File: src/rtl/padd_scheduler.sv
// Round-robin front end sharing one fixed-latency pipelined 32-bit adder among NREQ requesters.
// Build option PADD_SCHED_STATS_EN adds the stat_issued / stat_blocked counters.
module padd_scheduler #(
  parameter int unsigned NREQ       = 4,
  parameter int unsigned LAT        = 4,
  parameter int unsigned FIFO_DEPTH = 8
) (
  input  logic                    Clock,
  input  logic                    Reset,
  input  logic [NREQ-1:0]         req_valid,
  output logic [NREQ-1:0]         req_ready,
  input  logic [32*NREQ-1:0]      req_a,
  input  logic [32*NREQ-1:0]      req_b,
  input  logic [NREQ-1:0]         req_ci,
  output logic [31:0]             add_a,
  output logic [31:0]             add_b,
  output logic                    add_ci,
  input  logic [31:0]             add_s,
  input  logic                    add_co,
  output logic                    rsp_valid,
  input  logic                    rsp_ready,
  output logic [$clog2(NREQ)-1:0] rsp_id,
  output logic [31:0]             rsp_sum,
  output logic                    rsp_co
`ifdef PADD_SCHED_STATS_EN
  ,
  output logic [31:0]             stat_issued,
  output logic [31:0]             stat_blocked
`endif
);

  localparam int unsigned IDW = $clog2(NREQ);
  localparam int unsigned AW  = $clog2(FIFO_DEPTH);
  localparam int unsigned CW  = AW + 1;

  logic [IDW-1:0] rr_ptr;
  logic [IDW-1:0] cand;
  logic [IDW-1:0] grant_id;
  logic [IDW-1:0] next_ptr;
  logic           found;
  logic           credit_ok;
  logic           grant;
  logic [CW:0]    occupancy;

  logic [CW-1:0]  in_flight;
  logic [CW-1:0]  fifo_count;
  logic [AW-1:0]  wr_ptr;
  logic [AW-1:0]  rd_ptr;

  logic [LAT-1:0] sr_vld;
  logic [IDW-1:0] sr_id [LAT];

  logic [31:0]    mem_sum [FIFO_DEPTH];
  logic           mem_co  [FIFO_DEPTH];
  logic [IDW-1:0] mem_id  [FIFO_DEPTH];

  logic           push;
  logic           pop;

  // First requester at or after rr_ptr, wrapping modulo NREQ.
  always_comb begin
    found    = 1'b0;
    grant_id = '0;
    cand     = '0;
    for (int unsigned k = 0; k < NREQ; k++) begin
      cand = IDW'((32'(rr_ptr) + k) % NREQ);
      if (!found && req_valid[cand]) begin
        found    = 1'b1;
        grant_id = cand;
      end
    end
  end

  // Credit uses registered counts only, so a same-cycle pop frees space one cycle later.
  always_comb begin
    occupancy = {1'b0, in_flight} + {1'b0, fifo_count};
    credit_ok = occupancy < (CW+1)'(FIFO_DEPTH);
    grant     = found & credit_ok & ~Reset;
    next_ptr  = (grant_id == IDW'(NREQ - 1)) ? '0 : grant_id + IDW'(1);
  end

  always_comb begin
    req_ready = '0;
    add_a     = '0;
    add_b     = '0;
    add_ci    = 1'b0;
    if (grant) begin
      req_ready = NREQ'(1) << grant_id;
      add_a     = req_a[32*grant_id +: 32];
      add_b     = req_b[32*grant_id +: 32];
      add_ci    = req_ci[grant_id];
    end
  end

  assign push = sr_vld[LAT-1];
  assign pop  = rsp_valid & rsp_ready;

  always_ff @(posedge Clock) begin
    if (Reset) begin
      sr_vld <= '0;
    end else begin
      sr_vld[0] <= grant;
      for (int unsigned i = 1; i < LAT; i++) begin
        sr_vld[i] <= sr_vld[i-1];
      end
    end
  end

  always_ff @(posedge Clock) begin
    sr_id[0] <= grant_id;
    for (int unsigned i = 1; i < LAT; i++) begin
      sr_id[i] <= sr_id[i-1];
    end
  end

  always_ff @(posedge Clock) begin
    if (Reset) begin
      rr_ptr     <= '0;
      in_flight  <= '0;
      fifo_count <= '0;
      wr_ptr     <= '0;
      rd_ptr     <= '0;
      for (int unsigned i = 0; i < FIFO_DEPTH; i++) begin
        mem_sum[i] <= '0;
        mem_co[i]  <= 1'b0;
        mem_id[i]  <= '0;
      end
    end else begin
      if (grant) begin
        rr_ptr <= next_ptr;
      end
      if (push) begin
        mem_sum[wr_ptr] <= add_s;
        mem_co[wr_ptr]  <= add_co;
        mem_id[wr_ptr]  <= sr_id[LAT-1];
        wr_ptr          <= wr_ptr + AW'(1);
      end
      if (pop) begin
        rd_ptr <= rd_ptr + AW'(1);
      end
      fifo_count <= fifo_count + CW'(push) - CW'(pop);
      in_flight  <= in_flight + CW'(grant) - CW'(push);
    end
  end

  assign rsp_valid = (fifo_count != '0);
  assign rsp_sum   = mem_sum[rd_ptr];
  assign rsp_co    = mem_co[rd_ptr];
  assign rsp_id    = mem_id[rd_ptr];

`ifdef PADD_SCHED_STATS_EN
  always_ff @(posedge Clock) begin
    if (Reset) begin
      stat_issued  <= '0;
      stat_blocked <= '0;
    end else begin
      if (grant) begin
        stat_issued <= stat_issued + 32'd1;
      end
      if ((|req_valid) && !credit_ok) begin
        stat_blocked <= stat_blocked + 32'd1;
      end
    end
  end
`endif

endmodule

File: config.mk
export PLATFORM = sky130hd
export DESIGN_NAME = padd_scheduler
export DESIGN_NICKNAME = d
export VERILOG_FILES = /design/src/rtl/padd_scheduler.sv
export SDC_FILE = /design/constraint.sdc
export NUM_CORES = 1
export LEC_CHECK = 0
export CAP_MARGIN = 20
export CELL_PAD_IN_SITES_DETAIL_PLACEMENT = 1
export CELL_PAD_IN_SITES_GLOBAL_PLACEMENT = 1
export CORE_ASPECT_RATIO = 0.6
export CORE_MARGIN = 3
export CORE_UTILIZATION = 44
export DETAILED_ROUTE_END_ITERATION = 10
export GPL_ROUTABILITY_DRIVEN = 0
export PLACE_DENSITY = 0.89
export RECOVER_POWER = 25
export SETUP_SLACK_MARGIN = 0.15
export SLEW_MARGIN = 20
export SYNTH_ARGS = -nofsm -noshare
export SYNTH_HDL_FRONTEND = slang
export SYNTH_SLANG_ARGS = --single-unit
File: constraint.sdc
create_clock -name Clock -period 6.3 [get_ports Clock]
set_input_delay 1.575 -clock Clock [delete_from_list [all_inputs] [get_ports Clock]]
set_output_delay 1.575 -clock Clock [all_outputs]
set_load 0.005 [all_outputs]
==> flow_metrics.tcl, run 1 <==
set metrics [dict create \
    required_ns 4.72 \
    slew_viol_final 222 \
    cts_buffers 28 \
    drt_wl_total_microns 58350 \
    io_pins 405 \
    crit_type "in2out" \
    layout_min_cycle_time_ns 5.949 \
    die_y_microns 153.8 \
    overflow 0 \
    reg2reg_slack_ns 2.51 \
    synthAdderAreaFrac 0.01656 \
    grt_pass1_wl_microns 84290 \
    fp.dieArea_sq_um 38800 \
    synth_area_leader_cell "edfxtp_1" \
    netlist_instances 1089 \
    powerDensity_nw_per_um2 313.3 \
    synth_nets 1409 \
    hp-start "sr_id[2][1]" \
    vias_per_cell 5.667 \
    worstMarginPinSlew_ns 2.151 \
    p_int_mw 4.707 \
    fin_nets 1796 \
    tns_ns 0 \
    relSlewSlack -0.4341 \
    syn_to_final_growth_pct 34.33 \
    cts_hold_buf 0 \
    port_buffers 404 \
    cts_max_level 1 \
    dpl.hpwl_microns 40690 \
    slowest_delay_ns 0.55 \
    ys_ff_latch 311 \
    yosys.area.top_type_share 0.5250 \
    track_usage 0.2973 \
    drc 0 \
    yosys.area_share.xor_xnor 0.004921 \
    r2r-end "mem_id[4][1]" \
    cpMaxStageDelayCell "dlygate4sd3_1" \
    routedWlPerCell_microns 29.59 \
    initial_core_util 0.4523 \
    worstPathArrival_ns 4.37 \
    postCtsSetupBuffers 0 \
    synth-compound-area-share 0.05281 \
    combPwrFrac 0.364 \
    synth-simple-area-share 0.1291 \
    crit_family "buffers and inverters" \
    p_clk_frac 0.259 \
    outcome "finished, violations left" \
    cp_max_fo 21 \
    worstReg2RegStart "sr_vld[3]" \
    avgSynthCellArea_sq_um 14.71 \
    max-vdd-ir-drop_v 0.0002099 \
    end_kind "output pin" \
    synth_area_leaders "edfxtp_1, and2_1, mux4_2" \
    muxShareOfSynthArea 0.2055 \
    yosysUniqueCellTypes 38 \
    switching_power_mw 2.035 \
    cts_resized 0 \
    cp_cell_sequence "dlygate4sd3_1 > or4_1 > a221oi_4 > nand2_4 > buf_12 > o22ai_2 > clkdlybuf4s50_1" \
    synth_area_sq_um 16020 \
    synth_seq_area_share 0.5637 \
    std_cell_rows 53 \
    hold_ws_ns 0.3281 \
    synth_flop_cell "edfxtp_1" \
    whs_path_depth 0 \
    cp_num_cells 7 \
    finalCritPeriodShare 0.9443 \
    synth_top_family_by_area "multiplexers" \
    drt_pass1_iterations 5 \
    core_sq_um 35410 \
    antenna_found_initial 8 \
    drt_iter0_drc 974 \
    rsz0062_at_grt "no" \
    synth-edff-count 280 \
    cts_tree "built" \
    swShare 0.3018 \
    clock.fmax_mhz 168.1 \
    clock_sinks 311 \
    grt_pass1_vias 12300 \
    hold_viol_final 0 \
    die_width_microns 252.3 \
    cts_root_buf "clkbuf_16" \
    vias 11180 \
    final_antenna_net_count 0 \
    reg2reg_depth 4 \
    drive_above_1_share 0.1630 \
    grt_max_degree 41 \
    violations "max-capacitance violations, max-slew violations" \
    synth_warnings 0 \
    crit_buf_inv 3 \
    finalSetupViolations 0 \
    holdPathEnd "sr_id[3][1]" \
    hold_path.class "reg2reg" \
    skew_ns 0.01867 \
    share_seq_of_total_power 0.377 \
    cts_buffer_depth 3 \
    clk_pin_slew_ns 0.06 \
    p_leak_nw 7.744 \
    cap_viol_max_count 6 \
    async_flop_share 0 \
    worstSkewPairLatency_ns 0.56 \
    cp-start-kind "input pin" \
]
-- cell type report --
type	instances	area (sq um)
Antenna cell	8	20.02
Clock buffer	38	809.5
Clock inverter	13	106.4
Fill cell	3376	13900
Inverter	16	60.06
Multi-Input combinational cell	685	6588
Sequential cell	311	9034
Tap cell	467	584.3
Timing Repair Buffer	434	4314
-- cells by family after synthesis --
group,Yosys count
DFF,311
AOI/OAI and AO/OA,81
buffers and inverters,93
adders and majority gates,20
muxes,237
and+or+nand+nor,338
xor gates and xnor gates,9
-- worst max-delay path by stage --
stage	endpoint	slack, ns	start
5_1_grt	add_a[20]	0.26	req_valid[1]
3_5_place_dp	add_b[27]	0.51	req_valid[0]
3_3_place_gp	add_a[12]	0.54	Reset
6_report	add_a[12]	0.35	Reset
2_1_floorplan	req_ready[0]	1.78	req_valid[0]
4_1_cts	add_b[27]	0.51	req_valid[0]
-- sequential cells by signal, summed over array words and instances, names as in the netlist, named ones only --
register / count
mem_id: 16
mem_co: 8
sr_vld: 4
sr_id: 8
wr_ptr: 3
rr_ptr: 2
fifo_count: 4
in_flight: 4
mem_sum: 256
rd_ptr: 3
-- cells in the mapped netlist, types with 16 or more instances --
library cell and number:
mux4_2 70, edfxtp_1 280, mux2i_1 132, ha_1 18, nor2_1 21, dfxtp_1 31, and2_1 285, o22ai_2 50
clkbuf_1 42, inv_1 16, buf_2 24, mux2_2 35, o22ai_1 16
-- cells in the final DEF (no fill, tap or decap), types with 2 or more instances in the layout --
master           count
fa_1                 2
mux4_2              70
clkinv_2             8
nor4_1               2
dfxtp_1             29
mux2_2              35
or2_4                8
nand2b_1             4
buf_4               16
xnor2_1              6
xor2_1               3
nor2_1              17
diode_2              8
buf_12               6
or3b_2               2
clkbuf_16           29
inv_1               16
a21o_1               3
nor2b_1              7
clkbuf_8             5
ha_1                18
a21oi_1              5
and2_1             174
mux2i_1            132
clkdlybuf4s50_1    403
clkbuf_1            12
edfxtp_1           280
nor2_2               4
and2_0             111
o22ai_2             50
o22ai_1             16
nand2_4              2
nand2_1              5
-- per-layer routing --
layer / track usage / share of wire / up-vias
li1: - / - / 4849
met1: 0.3655 / 0.39 / 5769
met2: 0.5281 / 0.51 / 456
met3: 0.05190 / 0.058 / 102
met4: 0.1100 / 0.041 / 0
met5: 0 / 0 / -
-- power by group through the flow --
stage                     Clock [mW]  Combinational (mW)  Sequential (mW)
final                           1.75                2.46             2.54
after global routing            1.83                2.60             2.57
after CTS                       1.75                2.47             2.55
after detailed placement           0                2.45             2.59
after global placement             0                2.37             2.57
after floorplan                    0                1.42             2.45
-- per-stage QoR --
stage | total power [mW] | worst slack, ns | cell area, sq um | utilization | std cells
floorplan | 3.873 | 1.781 | 16020 | - | 1089
global placement | 4.944 | 0.5414 | 20620 | 0.5823 | 1913
detailed placement | 5.034 | 0.5138 | 20620 | 0.5823 | 1913
CTS | 6.775 | 0.5088 | 21540 | 0.6082 | 1964
global route | 6.997 | 0.2600 | 21520 | 0.6076 | 1972
finish | 6.742 | 0.3509 | 21520 | 0.6076 | 1972
Note: power is estimated with default switching activity, not from simulation.
==> inputs of run 2 (changes only) <==
CORE_UTILIZATION = 40   (was 44)
PLACE_DENSITY = 0.82   (was 0.89)
clock period = 6.8 ns   (was 6.3 ns; I/O delays follow)
==> run 2 against run 1 <==
Compared with the run above: the run still ends with max-capacitance violations, max-slew violations left; global-route usage fell by 3.2 points; clock power fell by 13%; die area rose by 9.7%; non-clock buffer count rose by 9; via count fell by 1.2%; clock-buffer cell count fell by 3; highest routed layer is now met5.
==> flow_metrics.tcl, run 2 (synthesis gave the netlist of run 1 again) <==
set metrics [dict create \
    cp-start-kind "input pin" \
    clock.fmax_mhz 155.1 \
    io_pins 405 \
    cts_resized 0 \
    track_usage 0.2649 \
    initial_core_util 0.4075 \
    hold_path.class "reg2reg" \
    rsz0062_at_grt "no" \
    diodes 0 \
    cts_hold_buf 0 \
    fin_cells 2027 \
    vias 11050 \
    placed_cells 1977 \
    outcome "finished, violations left" \
    cts_buffer_depth 3 \
    layout_min_cycle_time_ns 6.446 \
    dpl.hpwl_microns 40930 \
    whs_path_depth 0 \
    overflow 0 \
    drive_above_1_share 0.1608 \
    finalSetupViolations 0 \
    port_buffers 404 \
    max-vdd-ir-drop_v 0.0001808 \
    grt_pass1_vias 12140 \
    worstMarginPinSlew_ns 2.270 \
    top_register "mem_sum" \
    skew_ns 0.01353 \
    reg2reg_depth 5 \
    cp_cell_sequence "clkdlybuf4s50_1 > a21o_1 > a21oi_1 > o22a_4 > buf_4 > mux2i_1 > o22ai_2 > clkdlybuf4s50_1" \
    drc 0 \
    slew_viol_final 220 \
    p_leak_nw 7.744 \
    std_cell_rows 56 \
    required_ns 5.10 \
    final_antenna_net_count 0 \
    antenna_found_initial 5 \
    worstSkewPairLatency_ns 0.56 \
    mostFrequentLayoutCell "clkdlybuf4s50_1" \
    end_kind "output pin" \
    top_regs "mem_sum (256), mem_id (16)" \
    finalCritPeriodShare 0.9479 \
    clock_sinks 311 \
    hold_ws_ns 0.3282 \
    hp-start "sr_id[1][1]" \
    reg2reg_slack_ns 2.77 \
    drt_iter0_drc 868 \
    hold_viol_final 0 \
    violations "max-capacitance violations, max-slew violations" \
    worstPathArrival_ns 4.75 \
    finish.instance_area_sq_um 21510 \
    drt_wl_total_microns 56960 \
    die_y_microns 161 \
    vias_per_cell 5.449 \
    drt_pass1_iterations 5 \
    holdPathEnd "sr_id[2][1]" \
    fin_nets 1806 \
    cpMaxStageDelayCell "mux2i_1" \
    powerDensity_nw_per_um2 285.0 \
    die_width_microns 264.3 \
    crit_type "in2out" \
    grt_max_degree 39 \
    cts_root_buf "clkbuf_16" \
    post_dp_cell_area_sq_um 20720 \
    cap_viol_max_count 6 \
    cts_buffers 29 \
    tns_ns 0 \
    cpMostUsedCell "clkdlybuf4s50_1" \
    power_mw 6.129 \
    largest_register_ffs 256 \
    syn_to_final_growth_pct 34.27 \
    cp_max_fo 28 \
    worstReg2RegStart "sr_vld[3]" \
    final_cell_mix "clkdlybuf4s50_1, edfxtp_1, and2_1" \
    grt_pass1_wl_microns 82670 \
    relSlewSlack -0.5133 \
    cts_tree "built" \
    slowest_delay_ns 0.55 \
    core_sq_um 39310 \
    fp.dieArea_sq_um 42560 \
    clk_pin_slew_ns 0.06 \
    postCtsSetupBuffers 0 \
    cts_max_level 1 \
    r2r-end "mem_sum[3][27]" \
    routedWlPerCell_microns 28.10 \
]
run 2: cell type report:
class,count,area [sq um]
multi-input cells,685,6565
well taps,522,653.1
fillers,3808,17800
inverters,16,60.06
flip-flops and latches,311,9037
repair buffers,443,4348
clock inverters,15,93.84
clock buffers,35,748.2
run 2: worst max-delay path, delay by kind of cell:
kind	cells	cell delay, ns
compound gates	4	1.08
buf+inv	3	1.34
mux	1	0.55
run 2: layer usage:
layer  vias up  wire length, microns  GRT usage
li1       4852                     -          -
met1      5733                 23430     0.3420
met2       391                 29140     0.4707
met3        64                  3004    0.04400
met4         6                  1351    0.06140
met5         -                    38          0
run 2: worst max-delay path by stage:
| stage | start | cells past startpoint | slack [ns] | to |
|---|---|---|---|---|
| finish | req_valid[0] | 8 | 0.35 | add_b[21] |
| global route | req_valid[0] | 8 | 0.26 | add_b[21] |
| CTS | req_valid[0] | 8 | 0.32 | add_b[21] |
| detailed placement | req_valid[0] | 8 | 0.33 | add_b[21] |
| global placement | req_valid[0] | 8 | 0.47 | add_b[21] |
| floorplan | req_valid[0] | 9 | 2.03 | req_ready[0] |
run 2: stage by stage:
step | utilization | setup WS [ns]
after floorplan | - | 2.031
after global routing | 0.5471 | 0.2573
after CTS | 0.5485 | 0.3240
after global placement | 0.5271 | 0.4694
final | 0.5471 | 0.3541
after detailed placement | 0.5271 | 0.3275
run 2: power breakdown:
group / leakage, nW / switching (mW) / internal [mW]
Combinational: 4.19 / 0.999 / 1.27
Sequential: 3.15 / 0.139 / 2.20
Clock: 0.407 / 0.706 / 0.814
